### src/rtl/fetch_pkg.sv
// Shared types and constants for the fetch PC generator.
package fetch_pkg;

    typedef enum logic [1:0] {
        BOOT   = 2'd0,
        RUN    = 2'd1,
        HALTED = 2'd2
    } fetch_state_t;

    localparam int PC_STEP = 4;

    // Redirect source indices; lower index wins when several fire together.
    localparam int REDIR_TRAP   = 0;
    localparam int REDIR_BRANCH = 1;
    localparam int REDIR_JUMP   = 2;

endpackage

### src/rtl/fetch_pc_gen_redirect_arbiter.sv
// Redirect arbiter: combinational lowest-index-wins select over the
// redirect sources. Losing requests are dropped, not queued.
module redirect_arbiter
    import fetch_pkg::*;
#(
    parameter int XLEN      = 32,
    parameter int NUM_REDIR = 3
) (
    input  logic [NUM_REDIR-1:0]      redirect_valid,
    input  logic [NUM_REDIR*XLEN-1:0] redirect_pc,
    output logic                      any_valid,
    output logic [XLEN-1:0]           sel_pc
);

    assign any_valid = |redirect_valid;

    // Walk from the highest index down so the lowest set index is written last.
    always_comb begin
        sel_pc = '0;
        for (int i = NUM_REDIR - 1; i >= 0; i--) begin
            if (redirect_valid[i]) begin
                sel_pc = redirect_pc[i*XLEN +: XLEN];
            end
        end
    end

endmodule

### src/rtl/fetch_pc_gen.sv
// Fetch-stage program-counter generator with valid/ready request port,
// prioritised redirects, wrapping epoch tag and boot/run/halt sequencing.
// Optional build macro: MISALIGN_TRAP_EN (trap misaligned redirect targets
// to TRAP_PC instead of silently aligning them).
//
// state  | meaning
// BOOT   | one cycle after reset, no requests issued
// RUN    | issuing fetch requests unless stalled or halt requested
// HALTED | fetch stopped while halt_req is held
module fetch_pc_gen
    import fetch_pkg::*;
#(
    parameter int             XLEN      = 32,
    parameter logic [XLEN-1:0] RESET_PC = 32'h0000_0000,
    parameter int             NUM_REDIR = 3,
    parameter int             EPOCH_W   = 2,
    parameter logic [XLEN-1:0] TRAP_PC  = 32'h0000_0010
) (
    input  logic                      clk,
    input  logic                      rst,
    input  logic                      stall,
    input  logic                      halt_req,
    input  logic [NUM_REDIR-1:0]      redirect_valid,
    input  logic [NUM_REDIR*XLEN-1:0] redirect_pc,
    output logic                      req_valid,
    input  logic                      req_ready,
    output logic [XLEN-1:0]           req_pc,
    output logic [EPOCH_W-1:0]        req_epoch,
    output logic                      flush,
    output logic                      halted,
    output logic                      misalign_valid,
    output logic [XLEN-1:0]           misalign_addr
);

    fetch_state_t    state_q;
    fetch_state_t    state_d;
    logic            any_valid;
    logic [XLEN-1:0] sel_pc;
    logic [XLEN-1:0] redir_target;
    logic            fire;

    redirect_arbiter #(
        .XLEN      (XLEN),
        .NUM_REDIR (NUM_REDIR)
    ) u_arb (
        .redirect_valid (redirect_valid),
        .redirect_pc    (redirect_pc),
        .any_valid      (any_valid),
        .sel_pc         (sel_pc)
    );

`ifdef MISALIGN_TRAP_EN
    logic misaligned;

    assign misaligned   = (sel_pc[1:0] != 2'b00);
    assign redir_target = misaligned ? TRAP_PC : sel_pc;

    // Record the offending target whenever a misaligned redirect is trapped.
    always_ff @(posedge clk or negedge rst) begin
        if (!rst) begin
            misalign_valid <= 1'b0;
            misalign_addr  <= '0;
        end else begin
            misalign_valid <= any_valid & misaligned;
            if (any_valid & misaligned) begin
                misalign_addr <= sel_pc;
            end
        end
    end
`else
    logic unused_trap_bits;

    // Targets are word-aligned by dropping the low bits; no trap reporting.
    assign redir_target     = {sel_pc[XLEN-1:2], 2'b00};
    assign misalign_valid   = 1'b0;
    assign misalign_addr    = '0;
    assign unused_trap_bits = ^{TRAP_PC, sel_pc[1:0]};
`endif

    assign req_valid = (state_q == RUN) & ~stall & ~halt_req;
    assign fire      = req_valid & req_ready;
    assign halted    = (state_q == HALTED);

    // State register.
    always_ff @(posedge clk or negedge rst) begin
        if (!rst) begin
            state_q <= BOOT;
        end else begin
            state_q <= state_d;
        end
    end

    // Next-state logic for boot/run/halt sequencing.
    always_comb begin
        state_d = state_q;
        case (state_q)
            BOOT:    state_d = RUN;
            RUN:     if (halt_req)  state_d = HALTED;
            HALTED:  if (!halt_req) state_d = RUN;
            default: state_d = BOOT;
        endcase
    end

    // PC, epoch and flush: a redirect beats stall and handshake in any state.
    always_ff @(posedge clk or negedge rst) begin
        if (!rst) begin
            req_pc    <= RESET_PC;
            req_epoch <= '0;
            flush     <= 1'b0;
        end else begin
            flush <= any_valid;
            if (any_valid) begin
                req_pc    <= redir_target;
                req_epoch <= req_epoch + EPOCH_W'(1);
            end else if (!stall && fire) begin
                req_pc <= req_pc + XLEN'(PC_STEP);
            end
        end
    end

endmodule

### config.mk
export PLATFORM = sky130hd
export DESIGN_NAME = fetch_pc_gen
export DESIGN_NICKNAME = d
export VERILOG_FILES = /design/src/rtl/fetch_pkg.sv /design/src/rtl/fetch_pc_gen_redirect_arbiter.sv /design/src/rtl/fetch_pc_gen.sv
export SDC_FILE = /design/constraint.sdc
export NUM_CORES = 1
export LEC_CHECK = 0
export CORE_UTILIZATION = 30
export CTS_BUF_LIST = sky130_fd_sc_hd__clkbuf_4
export DETAILED_ROUTE_END_ITERATION = 8
export GPL_ROUTABILITY_DRIVEN = 0
export GPL_TIMING_DRIVEN = 0
export PLACE_DENSITY = 0.72
export RECOVER_POWER = 25
export SETUP_SLACK_MARGIN = 0.4
export SLEW_MARGIN = 20
export SYNTH_ARGS = -nofsm -noshare
export SYNTH_HDL_FRONTEND = slang
export SYNTH_SLANG_ARGS = --single-unit
### constraint.sdc
create_clock -name clk -period 2.39 [get_ports clk]
set_input_delay 0.3585 -clock clk [delete_from_list [all_inputs] [get_ports clk]]
set_output_delay 0.3585 -clock clk [all_outputs]
set_load 0.02 [all_outputs]
== Word level (Yosys, flattened, before mapping) ==
Cells that the tools add are included.

* Flip-flop bits (word level): 37
* Output and inout port bits: 70
* Word-level logic and storage cells: 29

* Add/subtract/negate cells: 2
* Equality and inequality tests: 4
* Multiplexer cells: 8
* Bitwise logic cells: 5
* Reduce and logical (&&, ||, !) cells: 6

{| class="wikitable"
|+ Operator list
! operator !! count
|-
| $mux W32 || 5
|-
| $add A32 B3 Y32 const B || 1
|-
| $pmux W2 S3 || 1
|-
| $mux W2 || 2
|-
| $ne A2 B2 Y1 const B || 2
|-
| $and A1 B1 Y1 || 3
|-
| $reduce_or A3 Y1 || 1
|-
| $add A2 B1 Y2 const B || 1
|-
| $eq A2 B1 Y1 const B || 1
|-
| $eq A2 B2 Y1 const B || 1
|-
| $logic_not A2 Y1 || 1
|-
| $not A1 Y1 || 2
|-
| $reduce_and A2 Y1 || 1
|-
| $reduce_bool A2 Y1 || 1
|-
| $logic_and A1 B1 Y1 || 1
|-
| $logic_not A1 Y1 || 1
|}

== Logic depth before layout (Yosys ltp) ==
Gate-level depths: netlist of the first run.

* Depth after elaboration: 7
* Depth in mapped cells: 8

== Modules after synthesis ==
From an unflattened synthesis of the first run, not the netlist that was laid out.

* Cells, all modules: 406
* Area total of the unflattened synthesis: 3190.6 µm²

{| class="wikitable"
|+ By module, submodules not included
! module !! times used !! cells an instance !! area an instance (µm²) !! seq. area each (µm²)
|-
| fetch_pc_gen || 1 || 259 || 2279.7 || 875.8
|-
| redirect_arbiter || 1 || 147 || 910.9 || 0.0
|}

== Worst setup path before layout of the first run ==
No wires, ideal clock.

* Kind: register to register
* From: reg state_q[1]
* To: reg req_pc[22]
* Data arrival time: 1.905 ns
* Data required time: 2.254 ns
* Path slack: 0.348 ns
* Cell stages (with the launch flop): 6
* Buffers on the path: 0
* Cell sequence: dfrtp_1 -> nor4b_4 -> nand3_1 -> or4_1 -> a21oi_1 -> a211oi_1

* Longest elaborated chain between the ends: 6

{| class="wikitable"
|+ RTL lines
! what !! RTL line !! text
|-
| start, declared || fetch_pc_gen.sv:35 || <nowiki>fetch_state_t state_q;</nowiki>
|-
| start signal, assigned || fetch_pc_gen.sv:89 || <nowiki>state_q <= state_d;</nowiki>
|-
| $eq A2 B1 Y1 || fetch_pc_gen.sv:80 || <nowiki>assign req_valid = (state_q == RUN) & ~stall & ~halt_req;</nowiki>
|-
| $and A1 B1 Y1 (2 in series) || fetch_pc_gen.sv:80 ||
|-
| net req_valid || fetch_pc_gen.sv:25 || <nowiki>output logic req_valid,</nowiki>
|-
| $and A1 B1 Y1 || fetch_pc_gen.sv:81 || <nowiki>assign fire = req_valid & req_ready;</nowiki>
|-
| $logic_and A1 B1 Y1 || fetch_pc_gen.sv:115 || <nowiki>end else if (!stall && fire) begin</nowiki>
|-
| $reduce_bool A2 Y1 (no source line) || - ||
|-
| end signal, assigned || fetch_pc_gen.sv:113 || <nowiki>req_pc <= redir_target;</nowiki>
|-
| end signal, assigned || fetch_pc_gen.sv:116 || <nowiki>req_pc <= req_pc + XLEN'(PC_STEP);</nowiki>
|-
| end, declared || fetch_pc_gen.sv:27 || <nowiki>output logic [XLEN-1:0] req_pc,</nowiki>
|}

The timed path passes the listed nets, and every way through them passes these cells.
A chain may end at the register's enable or synchronous reset.

== Worst setup path after layout of the first run ==
* From: in stall
* To: reg req_pc[22]

* Longest elaborated chain between the ends: 6
* Elaborated cells on any way between the ends: 7
* Those cells by class: bitwise (4); reduce/logical (3)

{| class="wikitable"
|+ RTL lines
! what !! RTL line !! text
|-
| start, declared || fetch_pc_gen.sv:21 || <nowiki>input logic stall,</nowiki>
|-
| $not A1 Y1 || fetch_pc_gen.sv:80 ||
|-
| $and A1 B1 Y1 (2 in series) || fetch_pc_gen.sv:80 ||
|-
| $and A1 B1 Y1 || fetch_pc_gen.sv:81 ||
|-
| $logic_and A1 B1 Y1 (*) || fetch_pc_gen.sv:115 ||
|-
| $reduce_bool A2 Y1 (no source line) (*) || - ||
|}

Mark *: on every way between the ends. The rest lies on a longest branch, timed or not.

==> impl_metrics.py, run 1 <==
metrics = {
    "outcome": {
        "status": "completed",
    },
    "setup_path": {
        "criticalPathCategory": "in2reg",
        "slowest_stage": "or4_4",
        "cpPeakStageDelay_ns": 0.53,
        "end_kind": "register",
        "r2r_setup_slack_ns": 0.46,
        "rr_startpoint": "req_pc[2]",
        "worstPathRequired_ns": 2.61,
        "start_kind": "primary input",
        "arrival_ns": 2.16,
        "r2r_end": "req_pc[22]",
        "crit_fanout": 6,
        "r2r_cells": 6,
        "path_cells": "clkdlybuf4s50_1, nor4b_4, buf_6, nand3_4, or4_4, a21oi_1, a211oi_1",
    },
    "hold_path": {
        "hp-class": "in2reg",
        "min_to": "state_q[1]",
        "min_from": "halt_req",
        "whs_path_depth": 2,
    },
    "cells_and_area": {
        "nets": 652,
        "stdcell_count": 677,
        "final_core_util_pct": 51.1,
        "area_growth_pct": 63.3,
        "layout_commonest_cell": "clkdlybuf4s50_1",
        "drive_gt1_share_pct": 17.7,
        "mostFrequentLayoutCells": "clkdlybuf4s50_1, buf_4, conb_1",
        "antenna_cells": 0,
        "final_cell_area_um2": 4770,
        "fillers": 893,
    },
    "global_routing": {
        "track_usage_pct": 22.1,
        "grt_pass1_vias": 3408,
        "antenna_found_initial": 0,
        "grt_pass1_wl_um": 17300,
        "grt_max_degree": 22,
        "grt_overflow": 0,
    },
    "detailed_routing": {
        "drt_iter0_drc": 182,
        "drc": 0,
        "firstDrtPassIters": 5,
        "via_count": 3519,
        "ant_nets": 0,
        "wl_um": 11200,
        "wl_per_cell_um": 16.5,
        "viasPerCell": 5.20,
    },
    "power": {
        "total_power_uw": 2060,
        "irDropWorstVdd_mv": 0.395,
        "p_leak_uw": 0.00199,
        "p_per_area_nw_per_um2": 432,
    },
    "synth": {
        "synthTopCellsByArea": "dfrtp_1, buf_4, a22oi_1",
        "synth_top_area_cell": "dfrtp_1",
        "yosysWarnings": 0,
        "synth-main-ff-cell": "dfrtp_1",
        "avgSynthCellArea_um2": 8.03,
        "synth_cell_types": 53,
        "async_reset_ff_share_pct": 100,
        "synth_area_um2": 2920,
        "ys_seq_area_share_pct": 30.0,
        "synth_edf_count": 0,
        "synth_top_area_share_pct": 30.0,
        "yosys_register_bits": 35,
        "synth_cells": 364,
    },
    "timing": {
        "max_freq_mhz": 515,
        "grt_setup_unrepaired": "yes",
        "setup_viol": 0,
        "min_period_ns": 1.94,
        "worst_pin_slew_ns": 1.01,
        "maxSlewHeadroom_pct": 32.5,
        "drv_slew": 0,
        "hold_viol_final": 0,
        "finalCritPeriodShare_pct": 81.3,
        "finalClockSkew_ns": 0.0133,
    },
    "run": {
        "cap_violations": 0,
    },
    "floorplan": {
        "core_um2": 9330,
        "core.rowCount": 35,
        "die_x_um": 101,
        "dieArea_um2": 10100,
        "ioPinCount": 174,
        "die_h_um": 101,
        "start_util_pct": 31.3,
    },
    "clock_tree": {
        "cts_tree": "built",
        "cts_buffers": 5,
        "clock_latency_ns": 0.34,
        "clk_pin_slew_ns": 0.11,
        "root_buffer": "clkbuf_4",
        "clock-sinks": 35,
        "htreeDepth": 2,
        "clockBufferDepth": 2,
    },
    "placed_design": {
        "port_buffers": 131,
        "hpwl_um": 8670,
        "dpl-instance-area_um2": 4550,
        "placedCellCount": 659,
    },
}
critical path, delay by kind of cell:
kind / cells / cell delay [ns]
and+or+nand+nor: 3 / 0.95
AOI/OAI and AO/OA: 2 / 0.24
buffers and inverters: 2 / 0.61
cell type report:
class,instances,area (um2),share of cell area [%]
Tap cell,129,161,3.38
Inverter,9,33.8,0.708
Buffer,60,405,8.50
Sequential cell,35,885,18.5
Clock buffer,6,45.0,0.944
Multi-Input combinational cell,294,1820,38.1
Timing Repair Buffer,142,1410,29.6
Clock inverter,2,7.51,0.157
worst max-delay path by stage:
stage,slack (ns),startpoint,to
2_1_floorplan,0.40,req_pc[3],req_pc[22]
3_3_place_gp,-0.39,redirect_valid[1],req_pc[28]
3_5_place_dp,-0.44,redirect_valid[1],req_pc[28]
4_1_cts,0.32,req_pc[10],req_pc[28]
5_1_grt,0.32,req_pc[11],req_pc[28]
6_report,0.45,stall,req_pc[22]
power by group:
part | switching [uW] | leakage [uW] | internal (uW)
registers | 119 | 0.000421 | 681
logic | 438 | 0.00153 | 494
clock network | 209 | 0.0000307 | 121
total | 766 | 0.00199 | 1300
sequential cells by signal, indices dropped and copies added, names as in the netlist:
name	flops
state_q	2
req_pc	30
req_epoch	2
flush	1
per-layer routing:
layer	vias to the layer above	GRT usage, %	share of wire [%]
li1	1669	-	-
met5	-	0	0
met3	25	3.95	7.0
met2	167	39.1	51
met4	0	8.03	2.6
met1	1658	26.7	40
cells by family (layout without fill, tap and decap cells):
group | count (synthesis) | count (layout) | synth area share [%]
simple gates | 122 | 122 | 23.3
buf+inv | 69 | 219 | 13.7
xor+xnor | 8 | 8 | 2.40
fa+ha+maj | 1 | 1 | 0.428
flops | 35 | 35 | 30.0
other cells | 1 | 35 | 0.128
compound gates | 128 | 128 | 30.1
repair_timing:
| action | CTS | global route |
|---|---|---|
| resized for setup | 21 | 37 |
| pin swaps | 1 | 2 |
| endpoints found under the hold margin | 14 | 0 |
| endpoints found under the setup margin | 32 | 31 |
| setup buffers | 1 | 8 |
| hold buffers | 1 | 0 |
stage by stage:
step	TNS (ns)	worst slack, ns	hold slack [ns]
after floorplan	0	0.404	0.0629
after global placement	-6.74	-0.393	0.478
after detailed placement	-7.47	-0.439	0.308
after CTS	0	0.324	0.486
after global routing	0	0.318	0.348
final	0	0.446	0.349
Yosys cell counts (4+ instances only):
cell,instances
a21oi_1,26
a221o_1,6
a22oi_1,18
a2bb2oi_1,9
a31oi_1,7
and3_1,6
buf_4,35
clkbuf_1,19
dfrtp_1,35
inv_1,8
nand2_1,33
nand3_1,14
nand3b_1,6
nand4_1,9
nor2_1,20
nor3_1,11
nor4_1,4
o21a_1,5
o21ai_0,21
o21ai_1,6
o221ai_1,4
o22a_1,5
xnor2_1,7
No activity file was read; power rests on OpenSTA's default activity.
==> run 2, diff against run 1 <==
- clock period: 2.39 -> 1.9 ns (I/O delays scaled with it)
==> impl_metrics.py, run 2 (synthesized netlist as in run 1, its figures left out) <==
metrics = {
    "floorplan": {
        "start_util_pct": 31.3,
        "ioPinCount": 174,
        "die_x_um": 101,
        "core_um2": 9330,
        "dieArea_um2": 10100,
        "core.rowCount": 35,
        "die_h_um": 101,
    },
    "cells_and_area": {
        "stdcell_count": 717,
        "final_core_util_pct": 59.7,
        "nets": 692,
        "layout_commonest_cell": "clkdlybuf4s50_1",
        "drive_gt1_share_pct": 36.1,
        "area_growth_pct": 90.4,
        "final_cell_area_um2": 5560,
        "largest_reg_flops": 30,
        "antenna_cells": 0,
        "reg_top3": "req_pc (30), req_epoch (2), state_q (2)",
        "mostFrequentLayoutCells": "clkdlybuf4s50_1, buf_4, conb_1",
        "largest-register": "req_pc",
    },
    "power": {
        "p_leak_uw": 0.00237,
        "p_per_area_nw_per_um2": 506,
        "power_frac_comb_pct": 49.8,
        "clkPwrFrac_pct": 15.5,
        "seqPwrFrac_pct": 34.7,
        "p_int_uw": 1710,
        "irDropWorstVdd_mv": 0.422,
        "sw_frac_of_total_pct": 39.2,
        "power.switching_uw": 1100,
    },
    "detailed_routing": {
        "drc": 0,
        "firstDrtPassIters": 5,
        "viasPerCell": 5.35,
        "wl_per_cell_um": 18.1,
        "ant_nets": 0,
        "drt_iter0_drc": 181,
        "wl_um": 12900,
        "via_count": 3834,
    },
    "clock_tree": {
        "clockBufferDepth": 2,
        "cts_buffers": 5,
        "clk_pin_slew_ns": 0.12,
        "htreeDepth": 2,
        "clock-sinks": 35,
        "clock_latency_ns": 0.37,
        "cts_tree": "built",
        "root_buffer": "clkbuf_4",
    },
    "timing": {
        "grt_setup_unrepaired": "yes",
        "max_freq_mhz": 520,
        "finalCritPeriodShare_pct": 101,
        "worst_slack_ns": -0.0230,
        "hold_viol_final": 0,
        "worst_pin_slew_ns": 1.11,
        "finalClockSkew_ns": 0.00831,
        "min_period_ns": 1.92,
        "maxSlewHeadroom_pct": 25.8,
        "drv_slew": 0,
        "hold_ws_ns": 0.358,
        "setup_viol": 1,
    },
    "hold_path": {
        "hp-class": "in2reg",
        "whs_path_depth": 2,
    },
    "setup_path": {
        "path_buf_inv": 1,
        "end_kind": "register",
        "r2r_cells": 6,
        "critPathTopFamily": "simple AND/OR/NAND/NOR gates",
        "arrival_ns": 2.19,
        "slowest_stage": "or4_4",
        "start_kind": "register",
        "worstPathRequired_ns": 2.16,
        "path_cells": "nand4_1, or3_1, buf_6, or4_4, a21oi_2, a211oi_2",
        "cp.depth": 6,
        "crit_fanout": 3,
        "criticalPathCategory": "reg2reg",
        "cpPeakStageDelay_ns": 0.51,
    },
    "global_routing": {
        "antenna_found_initial": 0,
        "grt_pass1_vias": 3812,
        "grt_overflow": 0,
        "grt_max_degree": 21,
        "grt_pass1_wl_um": 19000,
        "track_usage_pct": 24.7,
    },
    "placed_design": {
        "port_buffers": 131,
        "hpwl_um": 8820,
        "dpl-instance-area_um2": 4660,
        "placedCellCount": 659,
    },
    "outcome": {
        "status": "complete, but fails checks",
        "failed_checks": "negative setup slack",
    },
    "run": {
        "cap_violations": 0,
    },
}
run 2: worst register-to-register path, cell delays in order, from the launching register on:
cell	delay, ns
dfrtp_1	0.39
nand4_1	0.19
or3_1	0.37
buf_6	0.14
or4_4	0.51
a21oi_2	0.17
a211oi_2	0.05
run 2: layer usage:
layer / vias to the layer above / wire length [um] / global-route usage (%)
met2: 219 / 6280 / 43.9
met3: 53 / 1230 / 6.45
li1: 1754 / - / -
met1: 1808 / 4970 / 27.6
met4: 0 / 471 / 11.4
met5: - / 0 / 0
run 2: cell type report:
type / instances / area [um2]
Buffer: 60 / 507
Clock buffer: 5 / 37.5
Clock inverter: 3 / 15.0
Fill cell: 813 / 3760
Inverter: 9 / 36.3
Multi-Input combinational cell: 294 / 2170
Sequential cell: 35 / 896
Tap cell: 129 / 161
Timing Repair Buffer: 182 / 1740
run 2: power by group through the flow:
stage	combinational [uW]	sequential, uW	clock [uW]
after detailed placement	1150	1020	0
after global placement	1130	1010	0
final	1400	976	436
after CTS	1280	975	429
after floorplan	483	1110	0
after global routing	1500	990	465
run 2: worst paths after layout:
| kind | to | slack (ns) | from |
|---|---|---|---|
| worst max-delay path | req_pc[22] | -0.02 | req_pc[21] |
| worst min-delay path | state_q[1] | 0.36 | halt_req |
| worst max register to register | req_pc[22] | -0.02 | req_pc[21] |
| worst min register to register | req_epoch[1] | 0.49 | req_epoch[1] |
| max in group asynchronous | req_pc[26] | 0.53 | rst |
| min in group asynchronous | req_pc[14] | 0.63 | rst |
run 2: what timing repair did:
action | in CTS | in global routing
setup buffers | 35 | 13
hold buffers | 1 | 0
gates resized for setup | 142 | 61
setup endpoints to repair | 68 | 44
pin swaps | 25 | 17
hold endpoints to repair | 15 | 0
cloned | 1 | 0
run 2: metrics by stage:
step	worst slack [ns]	total power, uW	setup TNS (ns)
after floorplan	-0.0161	1600	-0.0305
after global placement	-0.819	2140	-29.68
after detailed placement	-0.829	2170	-17.57
after CTS	0.0468	2690	0
after global routing	-0.0942	2950	-0.424
final	-0.0230	2820	-0.0230
